[config.mk]
export PLATFORM = sky130hd
export DESIGN_NAME = pmem_arbiter_flat
export DESIGN_NICKNAME = d
export VERILOG_FILES = /design/src/rtl/pmem_arbiter_if.sv /design/src/rtl/pmem_arbiter.sv /design/src/flat_wrapper.sv
export SDC_FILE = /design/constraint.sdc
export NUM_CORES = 1
export LEC_CHECK = 0
export CORE_AREA = 3 3 631 633
export DETAILED_ROUTE_END_ITERATION = 6
export DIE_AREA = 0 0 634 636
export PLACE_DENSITY = 0.3
export SETUP_SLACK_MARGIN = 0.15
export SKIP_LAST_GASP = 1
export SYNTH_ARGS = -nofsm -noshare
export SYNTH_HDL_FRONTEND = slang
export SYNTH_SLANG_ARGS = --single-unit
[constraint.sdc]
create_clock -name clk -period 2.28 [get_ports clk]
set_input_delay 0.456 -clock clk [delete_from_list [all_inputs] [get_ports clk]]
set_output_delay 0.456 -clock clk [all_outputs]
set_load 0.005 [all_outputs]
[src/rtl/pmem_arbiter_if.sv]
// Single-line physical-memory handshake shared by each cache port and the memory port.
// master drives the command; slave returns the read line and completion.
interface pmem_arbiter_if #(
  parameter int ADDR_W = 32,
  parameter int LINE_W = 256
);
  logic              pmem_read;
  logic              pmem_write;
  logic [ADDR_W-1:0] pmem_address;
  logic [LINE_W-1:0] pmem_wdata;
  logic [LINE_W-1:0] pmem_rdata;
  logic              pmem_resp;

  modport master (
    output pmem_read, pmem_write, pmem_address, pmem_wdata,
    input  pmem_rdata, pmem_resp
  );

  modport slave (
    input  pmem_read, pmem_write, pmem_address, pmem_wdata,
    output pmem_rdata, pmem_resp
  );
endinterface

[src/rtl/pmem_arbiter.sv]
// Arbitrates the I-cache and D-cache onto one physical-memory port, one line per grant.
// Optional macro PMEM_ARB_RR_EN: alternate winners on conflicts (otherwise D has fixed priority).
//
// state   | meaning
// IDLE    | no grant; also the mandatory gap cycle after every completion
// GRANT_I | I-cache owns the memory port
// GRANT_D | D-cache owns the memory port
module pmem_arbiter #(
  parameter int ADDR_W = 32,
  parameter int LINE_W = 256
) (
  input  logic           clk,
  input  logic           rst_n,
  pmem_arbiter_if.slave  i_port,
  pmem_arbiter_if.slave  d_port,
  pmem_arbiter_if.master mem_port
);

  typedef enum logic [1:0] {
    IDLE    = 2'd0,
    GRANT_I = 2'd1,
    GRANT_D = 2'd2
  } state_t;

  state_t            state;
  logic              cmd_read;
  logic              cmd_write;
  logic [ADDR_W-1:0] cmd_address;
  logic [LINE_W-1:0] cmd_wdata;
  logic              last_d;

  logic i_req;
  logic d_req;
  logic pick_d;

  assign i_req = i_port.pmem_read | i_port.pmem_write;
  assign d_req = d_port.pmem_read | d_port.pmem_write;

`ifdef PMEM_ARB_RR_EN
  assign pick_d = d_req & (~i_req | ~last_d);
`else
  logic unused_last_d;
  assign pick_d        = d_req;
  assign unused_last_d = last_d;
`endif

  always_ff @(posedge clk or negedge rst_n) begin
    if (!rst_n) begin
      state       <= IDLE;
      cmd_read    <= 1'b0;
      cmd_write   <= 1'b0;
      cmd_address <= '0;
      cmd_wdata   <= '0;
      last_d      <= 1'b0;
    end else begin
      case (state)
        IDLE: begin
          if (pick_d) begin
            state       <= GRANT_D;
            cmd_write   <= d_port.pmem_write;
            cmd_read    <= d_port.pmem_read & ~d_port.pmem_write;
            cmd_address <= d_port.pmem_address;
            cmd_wdata   <= d_port.pmem_wdata;
          end else if (i_req) begin
            state       <= GRANT_I;
            cmd_write   <= i_port.pmem_write;
            cmd_read    <= i_port.pmem_read & ~i_port.pmem_write;
            cmd_address <= i_port.pmem_address;
            cmd_wdata   <= i_port.pmem_wdata;
          end
        end
        GRANT_I, GRANT_D: begin
          // address/wdata deliberately keep their last values after completion
          if (mem_port.pmem_resp) begin
            state     <= IDLE;
            cmd_read  <= 1'b0;
            cmd_write <= 1'b0;
            last_d    <= (state == GRANT_D);
          end
        end
        default: state <= IDLE;
      endcase
    end
  end

  assign mem_port.pmem_read    = cmd_read;
  assign mem_port.pmem_write   = cmd_write;
  assign mem_port.pmem_address = cmd_address;
  assign mem_port.pmem_wdata   = cmd_wdata;

  assign i_port.pmem_rdata = mem_port.pmem_rdata;
  assign d_port.pmem_rdata = mem_port.pmem_rdata;
  assign i_port.pmem_resp  = (state == GRANT_I) & mem_port.pmem_resp;
  assign d_port.pmem_resp  = (state == GRANT_D) & mem_port.pmem_resp;

endmodule

[src/flat_wrapper.sv]
// flat-port wrapper written by rule: the top's interface ports become plain ports
module pmem_arbiter_flat 
#(
  parameter int ADDR_W = 32,
  parameter int LINE_W = 256
)
  (clk, rst_n, i_port_pmem_read, i_port_pmem_write, i_port_pmem_address, i_port_pmem_wdata, i_port_pmem_rdata, i_port_pmem_resp, d_port_pmem_read, d_port_pmem_write, d_port_pmem_address, d_port_pmem_wdata, d_port_pmem_rdata, d_port_pmem_resp, mem_port_pmem_read, mem_port_pmem_write, mem_port_pmem_address, mem_port_pmem_wdata, mem_port_pmem_rdata, mem_port_pmem_resp);
  pmem_arbiter_if #(.ADDR_W(ADDR_W), .LINE_W(LINE_W)) i_port_i ();
  pmem_arbiter_if #(.ADDR_W(ADDR_W), .LINE_W(LINE_W)) d_port_i ();
  pmem_arbiter_if #(.ADDR_W(ADDR_W), .LINE_W(LINE_W)) mem_port_i ();
  input  logic clk;
  input  logic rst_n;
  input wire logic [$bits(i_port_i.pmem_read)-1:0] i_port_pmem_read;
  input wire logic [$bits(i_port_i.pmem_write)-1:0] i_port_pmem_write;
  input wire logic [$bits(i_port_i.pmem_address)-1:0] i_port_pmem_address;
  input wire logic [$bits(i_port_i.pmem_wdata)-1:0] i_port_pmem_wdata;
  output wire logic [$bits(i_port_i.pmem_rdata)-1:0] i_port_pmem_rdata;
  output wire logic [$bits(i_port_i.pmem_resp)-1:0] i_port_pmem_resp;
  input wire logic [$bits(d_port_i.pmem_read)-1:0] d_port_pmem_read;
  input wire logic [$bits(d_port_i.pmem_write)-1:0] d_port_pmem_write;
  input wire logic [$bits(d_port_i.pmem_address)-1:0] d_port_pmem_address;
  input wire logic [$bits(d_port_i.pmem_wdata)-1:0] d_port_pmem_wdata;
  output wire logic [$bits(d_port_i.pmem_rdata)-1:0] d_port_pmem_rdata;
  output wire logic [$bits(d_port_i.pmem_resp)-1:0] d_port_pmem_resp;
  output wire logic [$bits(mem_port_i.pmem_read)-1:0] mem_port_pmem_read;
  output wire logic [$bits(mem_port_i.pmem_write)-1:0] mem_port_pmem_write;
  output wire logic [$bits(mem_port_i.pmem_address)-1:0] mem_port_pmem_address;
  output wire logic [$bits(mem_port_i.pmem_wdata)-1:0] mem_port_pmem_wdata;
  input wire logic [$bits(mem_port_i.pmem_rdata)-1:0] mem_port_pmem_rdata;
  input wire logic [$bits(mem_port_i.pmem_resp)-1:0] mem_port_pmem_resp;
  assign i_port_i.pmem_read = i_port_pmem_read;
  assign i_port_i.pmem_write = i_port_pmem_write;
  assign i_port_i.pmem_address = i_port_pmem_address;
  assign i_port_i.pmem_wdata = i_port_pmem_wdata;
  assign i_port_pmem_rdata = i_port_i.pmem_rdata;
  assign i_port_pmem_resp = i_port_i.pmem_resp;
  assign d_port_i.pmem_read = d_port_pmem_read;
  assign d_port_i.pmem_write = d_port_pmem_write;
  assign d_port_i.pmem_address = d_port_pmem_address;
  assign d_port_i.pmem_wdata = d_port_pmem_wdata;
  assign d_port_pmem_rdata = d_port_i.pmem_rdata;
  assign d_port_pmem_resp = d_port_i.pmem_resp;
  assign mem_port_pmem_read = mem_port_i.pmem_read;
  assign mem_port_pmem_write = mem_port_i.pmem_write;
  assign mem_port_pmem_address = mem_port_i.pmem_address;
  assign mem_port_pmem_wdata = mem_port_i.pmem_wdata;
  assign mem_port_i.pmem_rdata = mem_port_pmem_rdata;
  assign mem_port_i.pmem_resp = mem_port_pmem_resp;
  pmem_arbiter #(.ADDR_W(ADDR_W), .LINE_W(LINE_W)) u_core (.clk(clk), .rst_n(rst_n), .i_port(i_port_i), .d_port(d_port_i), .mem_port(mem_port_i));
endmodule
Yosys cells after proc, flatten, opt, wreduce, memory -nomap -nowiden. Index checks and enable logic that the tools add are counted.

Reduce and logical (&&, ||, !) cells: 7. Muxes and demuxes: 15. Bitwise operators: 8. Eq/ne operators: 4.

Operators with widths (number): two-way mux 256 bit (2); two-way mux 32 bit (2); two-way mux 2 bit (3); two-way mux 1 bit (5); bitwise AND 1 bit (4); one-hot mux 1 bit (2 select lines) (2); one-hot mux 2 bit (2 select lines) (1); AND reduction 2 bit (2); nonzero test 2 bit (2); inequality test 3 x 1 -> 1 bit (second input constant) (1); AND reduction 3 bit (1); == test 2 x 1 -> 1 bit (second input constant) (1); == test 2 bit (second input constant) (1); zero test 2 bit (1); inequality test 2 bit (second input constant) (1); inverter 1 bit (2); bitwise OR 1 bit (2); OR reduction 2 bit (1).

Logic and storage cells: 39. Bits in registers: 292. Input port bits: 839.

Longest topological paths before layout. Gate-level depths: netlist of run 1.

Depth after elaboration: 5. Gate-level depth with buffers: 8.

Worst setup path before layout of run 1. Ideal clock, no wire load.

Path kind: register to register. Start point: register u_core.state[1]. End point: register u_core.cmd_read, in the netlist u_core.mem_port.pmem_read. Library setup time: 125 ps. Cell stages (with the launch flop): 6. Path slack: 597 ps. Period minus slack after synthesis: 1683 ps. Data arrival time: 1558 ps. Required time: 2155 ps. Buffers on the path: 0. Cell sequence: dfrtp_1 inv_1 ha_1 nor2b_1 a311oi_1 mux2_2.

Longest elaborated chain between the ends: 4. Elaborated cells on any way between the ends: 9. Those cells by class: eq/ne (4); mux (1); reduce/logical (4).

RTL lines: from (decl) (RTL line pmem_arbiter.sv:25) `state_t state;`; from (signal assigned) (RTL line pmem_arbiter.sv:49) `state <= IDLE;`; from (signal assigned) (RTL line pmem_arbiter.sv:59) `state <= GRANT_D;`; from (signal assigned) (RTL line pmem_arbiter.sv:65) `state <= GRANT_I;`; == test 2 x 1 -> 1 bit / == test 2 bit (equally long branches); OR reduction 2 bit (RTL line pmem_arbiter.sv:56) `case (state)`; inequality test 2 bit (no line) / nonzero test 2 bit (equally long branches); AND reduction 3 bit (no line); to (signal assigned) (RTL line pmem_arbiter.sv:61) `cmd_read <= d_port.pmem_read & ~d_port.pmem_write;`; to (signal assigned) (RTL line pmem_arbiter.sv:67) `cmd_read <= i_port.pmem_read & ~i_port.pmem_write;`; to (decl) (RTL line pmem_arbiter.sv:26) `logic cmd_read;`.

Parallel ways exist; a longest one is shown, timed or not. A chain may end at the register's enable or synchronous reset.

Worst setup path after layout of run 1.
Start point: register u_core.state[0]. End point: output port i_port_pmem_resp.

Longest elaborated chain between the ends: 2.

RTL lines: == test 2 x 1 -> 1 bit (RTL line pmem_arbiter.sv:93) `assign i_port.pmem_resp = (state == GRANT_I) & mem_port.pmem_resp;`; bitwise AND 1 bit (RTL line pmem_arbiter.sv:93); to (decl) (RTL line flat_wrapper.sv:18) `output wire logic [$bits(i_port_i.pmem_resp)-1:0] i_port_pmem_resp;`.

Every way passes these cells.

==> results by group, run 1 <==
Run status
  • Status: completed

Floorplanning
  • Area of the die: 403,000 sq um
  • Number of placed I/O pins: 1,643
  • Site Rows: 230
  • Effective utilization at floorplan: 4.40%
  • Core box area: 393,000 sq um
  • Horizontal die dimension: 634 um
  • DIE HEIGHT: 636 um

Routing
  • DRC Markers: 0
  • Post-route antenna net violation count: 0
  • Count of routing violations after the opening detailed-route iteration: 648
  • Via count of the routed design: 15,400
  • Detailed-route wire length per cell: 30.0 um
  • Vias per std cell: 2.04
  • Routed WL: 227,000 um
  • Number of search-and-repair iterations in the first detailed-routing pass: 5

Global route
  • Pin count of the biggest net entering global routing: 62
  • GR Overflow Total: 0
  • Via count of the first global-routing pass: 16,000
  • Number of antenna violations at the first check in global routing: 158
  • Overall global routing resource usage: 10.8%
  • First-pass GRT wire length: 263,000 um

Synth
  • Number of enable-type register cells in the synthesized netlist: 0
  • Fraction of the mapped netlist area in simple logic gates: 6.47%
  • Syn Nets: 2,631
  • Cell Area, Synth: 17,300 sq um
  • Count of warnings emitted by yosys: 0
  • Synth top area share: 42.3%
  • Share of async-settable or async-resettable flops after synthesis: 100%
  • Number of standard cells after synthesis: 1,788
  • Number of unique standard cell types used by synthesis: 21
  • Fraction of synthesized cell area in xor and xnor cells: 0%
  • Most repeated cell in the gate-level netlist after synthesis: sky130_fd_sc_hd__buf_4
  • Most instantiated cells after synthesis: sky130_fd_sc_hd__buf_4 (540), sky130_fd_sc_hd__dfrtp_1 (292), sky130_fd_sc_hd__o21ai_0 (289), sky130_fd_sc_hd__mux2i_1 (288), sky130_fd_sc_hd__nand2_1 (288)
  • Mux cell area share after synthesis: 16.8%
  • Leading post-synthesis cells by cell area: sky130_fd_sc_hd__dfrtp_1 (42%), sky130_fd_sc_hd__buf_4 (23%), sky130_fd_sc_hd__mux2i_1 (17%)
  • Largest area contributor in the netlist: sky130_fd_sc_hd__dfrtp_1
  • Fraction of the mapped netlist area in compound gates: 8.84%
  • Synthesized-area fraction occupied by adder cells: 0.290%
  • Number of register bits inferred by synthesis: 292
  • Main combinational cell family by area after synthesis: buffers and inverters
  • Part of the Yosys area used for sequential elements: 42.3%
  • Most common flop cell mapped by yosys: sky130_fd_sc_hd__dfrtp_1
  • Mean instance size in the synthesized netlist: 9.66 sq um

Clocking
  • Root buffer selected by CTS: sky130_fd_sc_hd__clkbuf_16
  • Clock-pin slew on the worst setup and hold paths: 70 ps
  • Clock latency at the later pin of the worst-skew pair: 700 ps
  • TritonCTS clock tree: done
  • Buffers from clock root to sink, at most: 3
  • Maximum level of the CTS H-tree: 2
  • CTS Buf Count: 48
  • Sink count of the clock tree: 292

Timing
  • Transition time of the tightest slew-check pin: 591 ps
  • Worst-case hold slack: 227 ps
  • Unrepaired setup endpoints after global routing: yes
  • Ratio of final minimum period to clock period: 93.4%
  • Fmax: 0.470 GHz
  • Final-report hold violation count: 0
  • # setup viols final: 0
  • Slew HR: 60.6%
  • Max-slew violation count: 0
  • Post-Route Skew: 24.6 ps
  • Clock period minus worst slack: 2130 ps

Cells and area
  • Post-layout net count: 3,132
  • Area growth syn-to-layout: 82.2%
  • Final Cell Area: 31,500 sq um
  • Fin util: 8.02%
  • Final cell count without fillers: 7,564
  • Proportion of layout cells with a drive suffix above 1: 16.0%

Worst setup path
  • Critical setup path kind: flop to output pin
  • Maximum fanout along the worst path: 3
  • Kind of start point of the critical path: flop
  • Worst EP arrival: 1670 ps
  • Required arrival time at the worst endpoint: 1820 ps
  • Kind of end point of the critical path: output pin

Power and ir drop
  • Leak pwr: 11.4 nW
  • VDD IR-drop max: 624 uV
  • Pwr dens: 1100 nW/um^2

Place
  • Inst Count DP: 7,445
  • HPWL reported at the end of detailed placement: 207,000 um
  • Placed Area: 29,700 sq um
  • Final weighted congestion in routability-driven placement: 0.741
  • IO buf count: 874

Job
  • Max-capacitance violation count: 0

Min path
  • Hold/Removal Path Class: primary input to asynchronous set/reset pin
==> layout make-up <==
type | instances | area, sq um
Fill cell | 45900 | 361000
Timing Repair Buffer | 1058 | 10300
Sequential cell | 292 | 7310
Tap cell | 5220 | 6530
Multi-Input combinational cell | 885 | 5620
Clock buffer | 65 | 1370
Clock inverter | 22 | 320
Antenna cell | 18 | 45.0
Inverter | 4 | 15.0
==> layout by cell type, fill, tap and decap left out, types with 2 or more instances in the layout <==
cell type                         Yosys  layout
sky130_fd_sc_hd__clkinv_4             0       5
sky130_fd_sc_hd__buf_4              540     201
sky130_fd_sc_hd__dfrtp_2              0       2
sky130_fd_sc_hd__clkdlybuf4s15_1      0      23
sky130_fd_sc_hd__inv_16               0       2
sky130_fd_sc_hd__a21oi_1              2       2
sky130_fd_sc_hd__dfrtp_1            292     290
sky130_fd_sc_hd__clkdlybuf4s50_1      0     589
sky130_fd_sc_hd__clkinvlp_4           0       3
sky130_fd_sc_hd__buf_6                0       3
sky130_fd_sc_hd__inv_2                0       2
sky130_fd_sc_hd__ha_2                 0       2
sky130_fd_sc_hd__clkbuf_8             0      10
sky130_fd_sc_hd__clkbuf_1            19       7
sky130_fd_sc_hd__nor2_1               3       2
sky130_fd_sc_hd__inv_1                4       2
sky130_fd_sc_hd__bufinv_16            0       5
sky130_fd_sc_hd__dlygate4sd2_1        0     165
sky130_fd_sc_hd__mux2i_1            288     288
sky130_fd_sc_hd__buf_12               0      27
sky130_fd_sc_hd__nand2_1            288     288
sky130_fd_sc_hd__diode_2              0      18
sky130_fd_sc_hd__clkinv_2             0       5
sky130_fd_sc_hd__buf_16               0       2
sky130_fd_sc_hd__o21ai_0            289     289
sky130_fd_sc_hd__clkbuf_2            12       2
sky130_fd_sc_hd__clkbuf_16            0      50
sky130_fd_sc_hd__nor2b_1              2       2
sky130_fd_sc_hd__clkdlybuf4s15_2      0      42
==> power by group <==
| part | switching [mW] | internal (mW) | total (mW) | leakage (nW) |
|---|---|---|---|---|
| clock | 3.42 | 4.80 | 8.21 | 0.819 |
| combinational | 10.6 | 6.19 | 16.8 | 7.01 |
| sequential | 1.66 | 7.81 | 9.47 | 3.56 |
| total | 15.7 | 18.8 | 34.5 | 11.4 |
==> worst paths after layout <==
kind	startpoint	end	slack (ps)	cells past startpoint
worst max-delay path	u_core.state[0]	i_port_pmem_resp	150	4
worst min-delay path	rst_n	u_core.mem_port.pmem_wdata[174]	230	2
worst max register to register	u_core.state[1]	u_core.mem_port.pmem_read	220	7
worst min register to register	u_core.mem_port.pmem_wdata[56]	u_core.mem_port.pmem_wdata[56]	480	2
max in group asynchronous	rst_n	u_core.mem_port.pmem_wdata[47]	1110	4
min in group clk	d_port_pmem_wdata[140]	u_core.mem_port.pmem_wdata[140]	390	3
==> kinds of logic (layout without fill, tap and decap cells) <==
family,after synthesis,count (layout)
muxes,289,289
other,0,18
DFF,292,292
adders and majority gates,4,4
and+or+nand+nor,295,295
buffers and inverters,611,1149
AOI/OAI and AO/OA,297,297
==> critical path, stage by stage (launching register included) <==
cell and delay [ps]:
sky130_fd_sc_hd__dfrtp_1 420, sky130_fd_sc_hd__buf_6 140, sky130_fd_sc_hd__ha_4 140, sky130_fd_sc_hd__and2_4 140, sky130_fd_sc_hd__buf_6 130
==> sequential cells by signal (all words and copies together), names as in the netlist <==
register and count:
u_core.mem_port.pmem_address 32, u_core.mem_port.pmem_read 1, u_core.mem_port.pmem_wdata 256, u_core.mem_port.pmem_write 1
u_core.state 2
==> repair_timing <==
item,CTS,global route
endpoints found under the setup margin,235,44
pin swaps,1,2
setup buffers,8,3
gates resized for setup,351,13
cloned,0,2
endpoints found under the hold margin,95,0
hold buffers,1,0
==> per-stage QoR <==
stage	setup TNS (ps)	worst slack [ps]	total power, mW
after detailed placement	-43210	-495	28.3
after global routing	0	50.6	37.3
after global placement	-35210	-491	28.3
after CTS	-74.2	-74.2	35.9
after floorplan	0	597	14.2
final	0	152	34.5
==> layer usage <==
| layer | up-vias | GRT usage, % | part of all wire (%) |
|---|---|---|---|
| li1 | 6484 | - | - |
| met1 | 7039 | 10.2 | 33 |
| met2 | 1352 | 18.4 | 47 |
| met3 | 496 | 8.29 | 17 |
| met4 | 76 | 2.51 | 3.0 |
| met5 | - | 0.0956 | 0.23 |
No activity file was read; power rests on OpenSTA's default activity.
==> inputs of run 2 (changes only) <==
--- a/config.mk
+++ b/config.mk
@@ -8,6 +8,7 @@
 export CORE_AREA = 3 3 631 633
 export DETAILED_ROUTE_END_ITERATION = 6
 export DIE_AREA = 0 0 634 636
+export HOLD_SLACK_MARGIN = 0.05
 export PLACE_DENSITY = 0.3
 export SETUP_SLACK_MARGIN = 0.15
 export SKIP_LAST_GASP = 1
==> constraint.sdc (replaced) <==
create_clock -name clk -period 2.28 [get_ports clk]
set_input_delay 0.228 -clock clk [delete_from_list [all_inputs] [get_ports clk]]
set_output_delay 0.228 -clock clk [all_outputs]
set_load 0.005 [all_outputs]
==> run 2 against run 1 <==
- fmax up 5.7%
- utilization is 0.081 points lower
- non-clock buffer count down 39
- final area fell by 1.0%
- clock power is 0.6% lower
- cell count fell by 0.58%
- total power grew 0.96%
- critical path type unchanged
- largest cell class unchanged
- largest power group unchanged
- highest routed layer unchanged
==> results by group, run 2 (synthesized netlist as in run 1, its figures left out) <==
Run status
  • Status: completed

Min path
  • Worst Hold End: u_core.mem_port.pmem_wdata[29]
  • Worst hold path startpoint: d_port_pmem_wdata[29]
  • Hold/Removal Path Class: primary input to flop
  • Hold-critical path depth: 3

Power and ir drop
  • Design internal power: 19.1 mW (+1.6%)
  • VDD IR-drop max: 596 uV (-4.4%)
  • Fraction of power consumed by the clock network: 23.4% (-0.4 points)
  • Total power of the final layout: 34.8 mW (+0.96%)
  • Switching Fraction: 45.2% (-0.33 points)
  • Part of the total power dissipated in sequential elements: 27.5% (about the same)
  • Leak pwr: 11.1 nW (-2.9%)
  • Combinational share of power: 49.1% (+0.4 points)
  • Pwr dens: 1120 nW/um^2 (+2.0%)
  • Net load switching power: 15.7 mW (+0.22%)

Timing
  • # setup viols final: 0 (unchanged)
  • Final-report hold violation count: 0 (unchanged)
  • Slew HR: 42.8% (-18 points)
  • Unrepaired setup endpoints after global routing: yes
  • Max-slew violation count: 0 (unchanged)
  • Post-Route Skew: 48.8 ps (+24.2 ps)
  • Clock period minus worst slack: 2010 ps (-114 ps)
  • Fmax: 0.496 GHz (+5.7%)
  • Worst-case hold slack: 162 ps (-64.6 ps)
  • Ratio of final minimum period to clock period: 88.4% (-5.0 points)
  • Transition time of the tightest slew-check pin: 858 ps (+267 ps)

Place
  • Inst Count DP: 7,403 (-0.56%)
  • Placed Area: 29,400 sq um (-0.99%)
  • Final weighted congestion in routability-driven placement: 0.747 (+0.77%)
  • HPWL reported at the end of detailed placement: 207,000 um (+0.14%)
  • IO buf count: 874 (unchanged)

Global route
  • GR Overflow Total: 0 (unchanged)
  • First-pass GRT wire length: 262,000 um (-0.40%)
  • Pin count of the biggest net entering global routing: 54 (-13%)
  • Overall global routing resource usage: 10.8% (about the same)
  • Number of antenna violations at the first check in global routing: 161 (+1.9%)
  • Via count of the first global-routing pass: 15,900 (-0.70%)

Worst setup path
  • Critical setup path kind: flop to output pin
  • FF-to-FF path depth: 7 (unchanged)
  • Reg-to-reg startpoint: u_core.state[0]
  • Cells along the critical path: clkdlybuf4s50_1
  • R2r setup slk: 330 ps (+110 ps)
  • CP delay by family, top: buffers and inverters
  • Longest individual stage delay on the worst path: 700 ps (+280 ps)
  • Critical Path Slowest Stage Cell: sky130_fd_sc_hd__clkdlybuf4s50_1
  • Worst EP arrival: 1790 ps (+120 ps)
  • Maximum fanout along the worst path: 2 (-1)
  • Buffering stage count on the worst path with inverters included: 1 (-1)
  • Required arrival time at the worst endpoint: 2050 ps (+230 ps)
  • Total stage count of the critical path: 1 (-3)
  • Kind of start point of the critical path: flop
  • Kind of end point of the critical path: output pin
  • RR Endpoint: u_core.mem_port.pmem_wdata[169]

Floorplanning
  • Number of placed I/O pins: 1,643 (unchanged)
  • Area of the die: 403,000 sq um (unchanged)
  • Effective utilization at floorplan: 4.40% (unchanged)
  • Horizontal die dimension: 634 um (unchanged)
  • Core box area: 393,000 sq um (unchanged)
  • Site Rows: 230 (unchanged)
  • DIE HEIGHT: 636 um (unchanged)

Routing
  • Detailed-route wire length per cell: 30.0 um (+0.12%)
  • Vias per std cell: 2.04 (-0.31%)
  • Post-route antenna net violation count: 0 (unchanged)
  • Number of search-and-repair iterations in the first detailed-routing pass: 5 (unchanged)
  • DRC Markers: 0 (unchanged)
  • Count of routing violations after the opening detailed-route iteration: 683 (+5.4%)
  • Routed WL: 226,000 um (-0.46%)
  • Via count of the routed design: 15,300 (-0.89%)

Clocking
  • Root buffer selected by CTS: sky130_fd_sc_hd__clkbuf_16
  • Clock latency at the later pin of the worst-skew pair: 720 ps (+20 ps)
  • Maximum level of the CTS H-tree: 2 (unchanged)
  • Clock-pin slew on the worst setup and hold paths: 50 ps (-20 ps)
  • Sink count of the clock tree: 292 (unchanged)
  • TritonCTS clock tree: done
  • Buffers from clock root to sink, at most: 3 (unchanged)
  • CTS Buf Count: 49 (+2.1%)

Cells and area
  • Fin util: 7.94% (-0.081 points)
  • Max FFs per register: 256 (unchanged)
  • Proportion of layout cells with a drive suffix above 1: 10.9% (-5.1 points)
  • Commonest cells after routing, fill and taps aside: sky130_fd_sc_hd__clkdlybuf4s50_1 (700), sky130_fd_sc_hd__dfrtp_1 (291), sky130_fd_sc_hd__o21ai_0 (289)
  • Area growth syn-to-layout: 80.3%
  • Final cell count without fillers: 7,520 (-0.58%)
  • Final Cell Area: 31,200 sq um (-1.0%)
  • Leading cell type in the layout, fill and taps excluded: sky130_fd_sc_hd__clkdlybuf4s50_1
  • Post-layout net count: 3,094 (-1.2%)

Job
  • Max-capacitance violation count: 0 (unchanged)
## run 2: cell count changes in the layout (fill, tap and decap cells not counted), sizes merged, moves of 14 or more
cell,change
buf,-65
clkdlybuf4s15,-64
clkdlybuf4s50,+111
dlygate4sd2,-33
dlygate4sd3,+14
## run 2: what timing repair did
| action | 4_1_cts | 5_1_grt |
|---|---|---|
| endpoints found under the setup margin | 134 | 3 |
| endpoints found under the hold margin | 78 | 0 |
| pin swaps | 0 | 0 |
| buffers inserted | 0 | 2 |
| hold buffers | 15 | 0 |
| gates resized for setup | 135 | 2 |
## run 2: layout make-up
class,instances,area (sq um)
Tap cell,5220,6530
Inverter,4,15.0
Multi-Input combinational cell,885,5600
Clock buffer,66,1370
Sequential cell,292,7310
Clock inverter,19,332
Fill cell,45900,361000
Antenna cell,15,37.5
Timing Repair Buffer,1019,9960
## run 2: how the worst max path moves through the flow
stage,to,slack [ps],start
3_5_place_dp,u_core.mem_port.pmem_wdata[49],-120,d_port_pmem_write
6_report,mem_port_pmem_wdata[12],270,u_core.mem_port.pmem_wdata[12]
3_3_place_gp,u_core.mem_port.pmem_wdata[49],-50,d_port_pmem_write
5_1_grt,i_port_pmem_resp,150,u_core.state[1]
4_1_cts,i_port_pmem_resp,100,u_core.state[1]
2_1_floorplan,u_core.mem_port.pmem_read,600,u_core.state[1]
## run 2: per-stage QoR
step / setup TNS, ps / setup slack, ps
2_1_floorplan: 0 / 597
3_3_place_gp: -266 / -54.7
3_5_place_dp: -617 / -117
4_1_cts: 0 / 97.5
5_1_grt: 0 / 147
6_report: 0 / 265
## run 2: power groups by stage
stage | Clock, mW | Sequential, mW | Combinational, mW
after global placement | 0 | 9.67 | 19.1
after global routing | 8.80 | 9.94 | 19.1
after CTS | 8.72 | 9.66 | 18.3
after floorplan | 0 | 9.37 | 4.88
after detailed placement | 0 | 9.71 | 19.1
final | 8.16 | 9.56 | 17.1
## run 2: metal layers
| metal | GRT usage (%) | wire [um] |
|---|---|---|
| met3 | 8.74 | 40000 |
| met1 | 9.89 | 71200 |
| met5 | 0.777 | 730 |
| met2 | 18.3 | 107000 |
| met4 | 2.57 | 7020 |
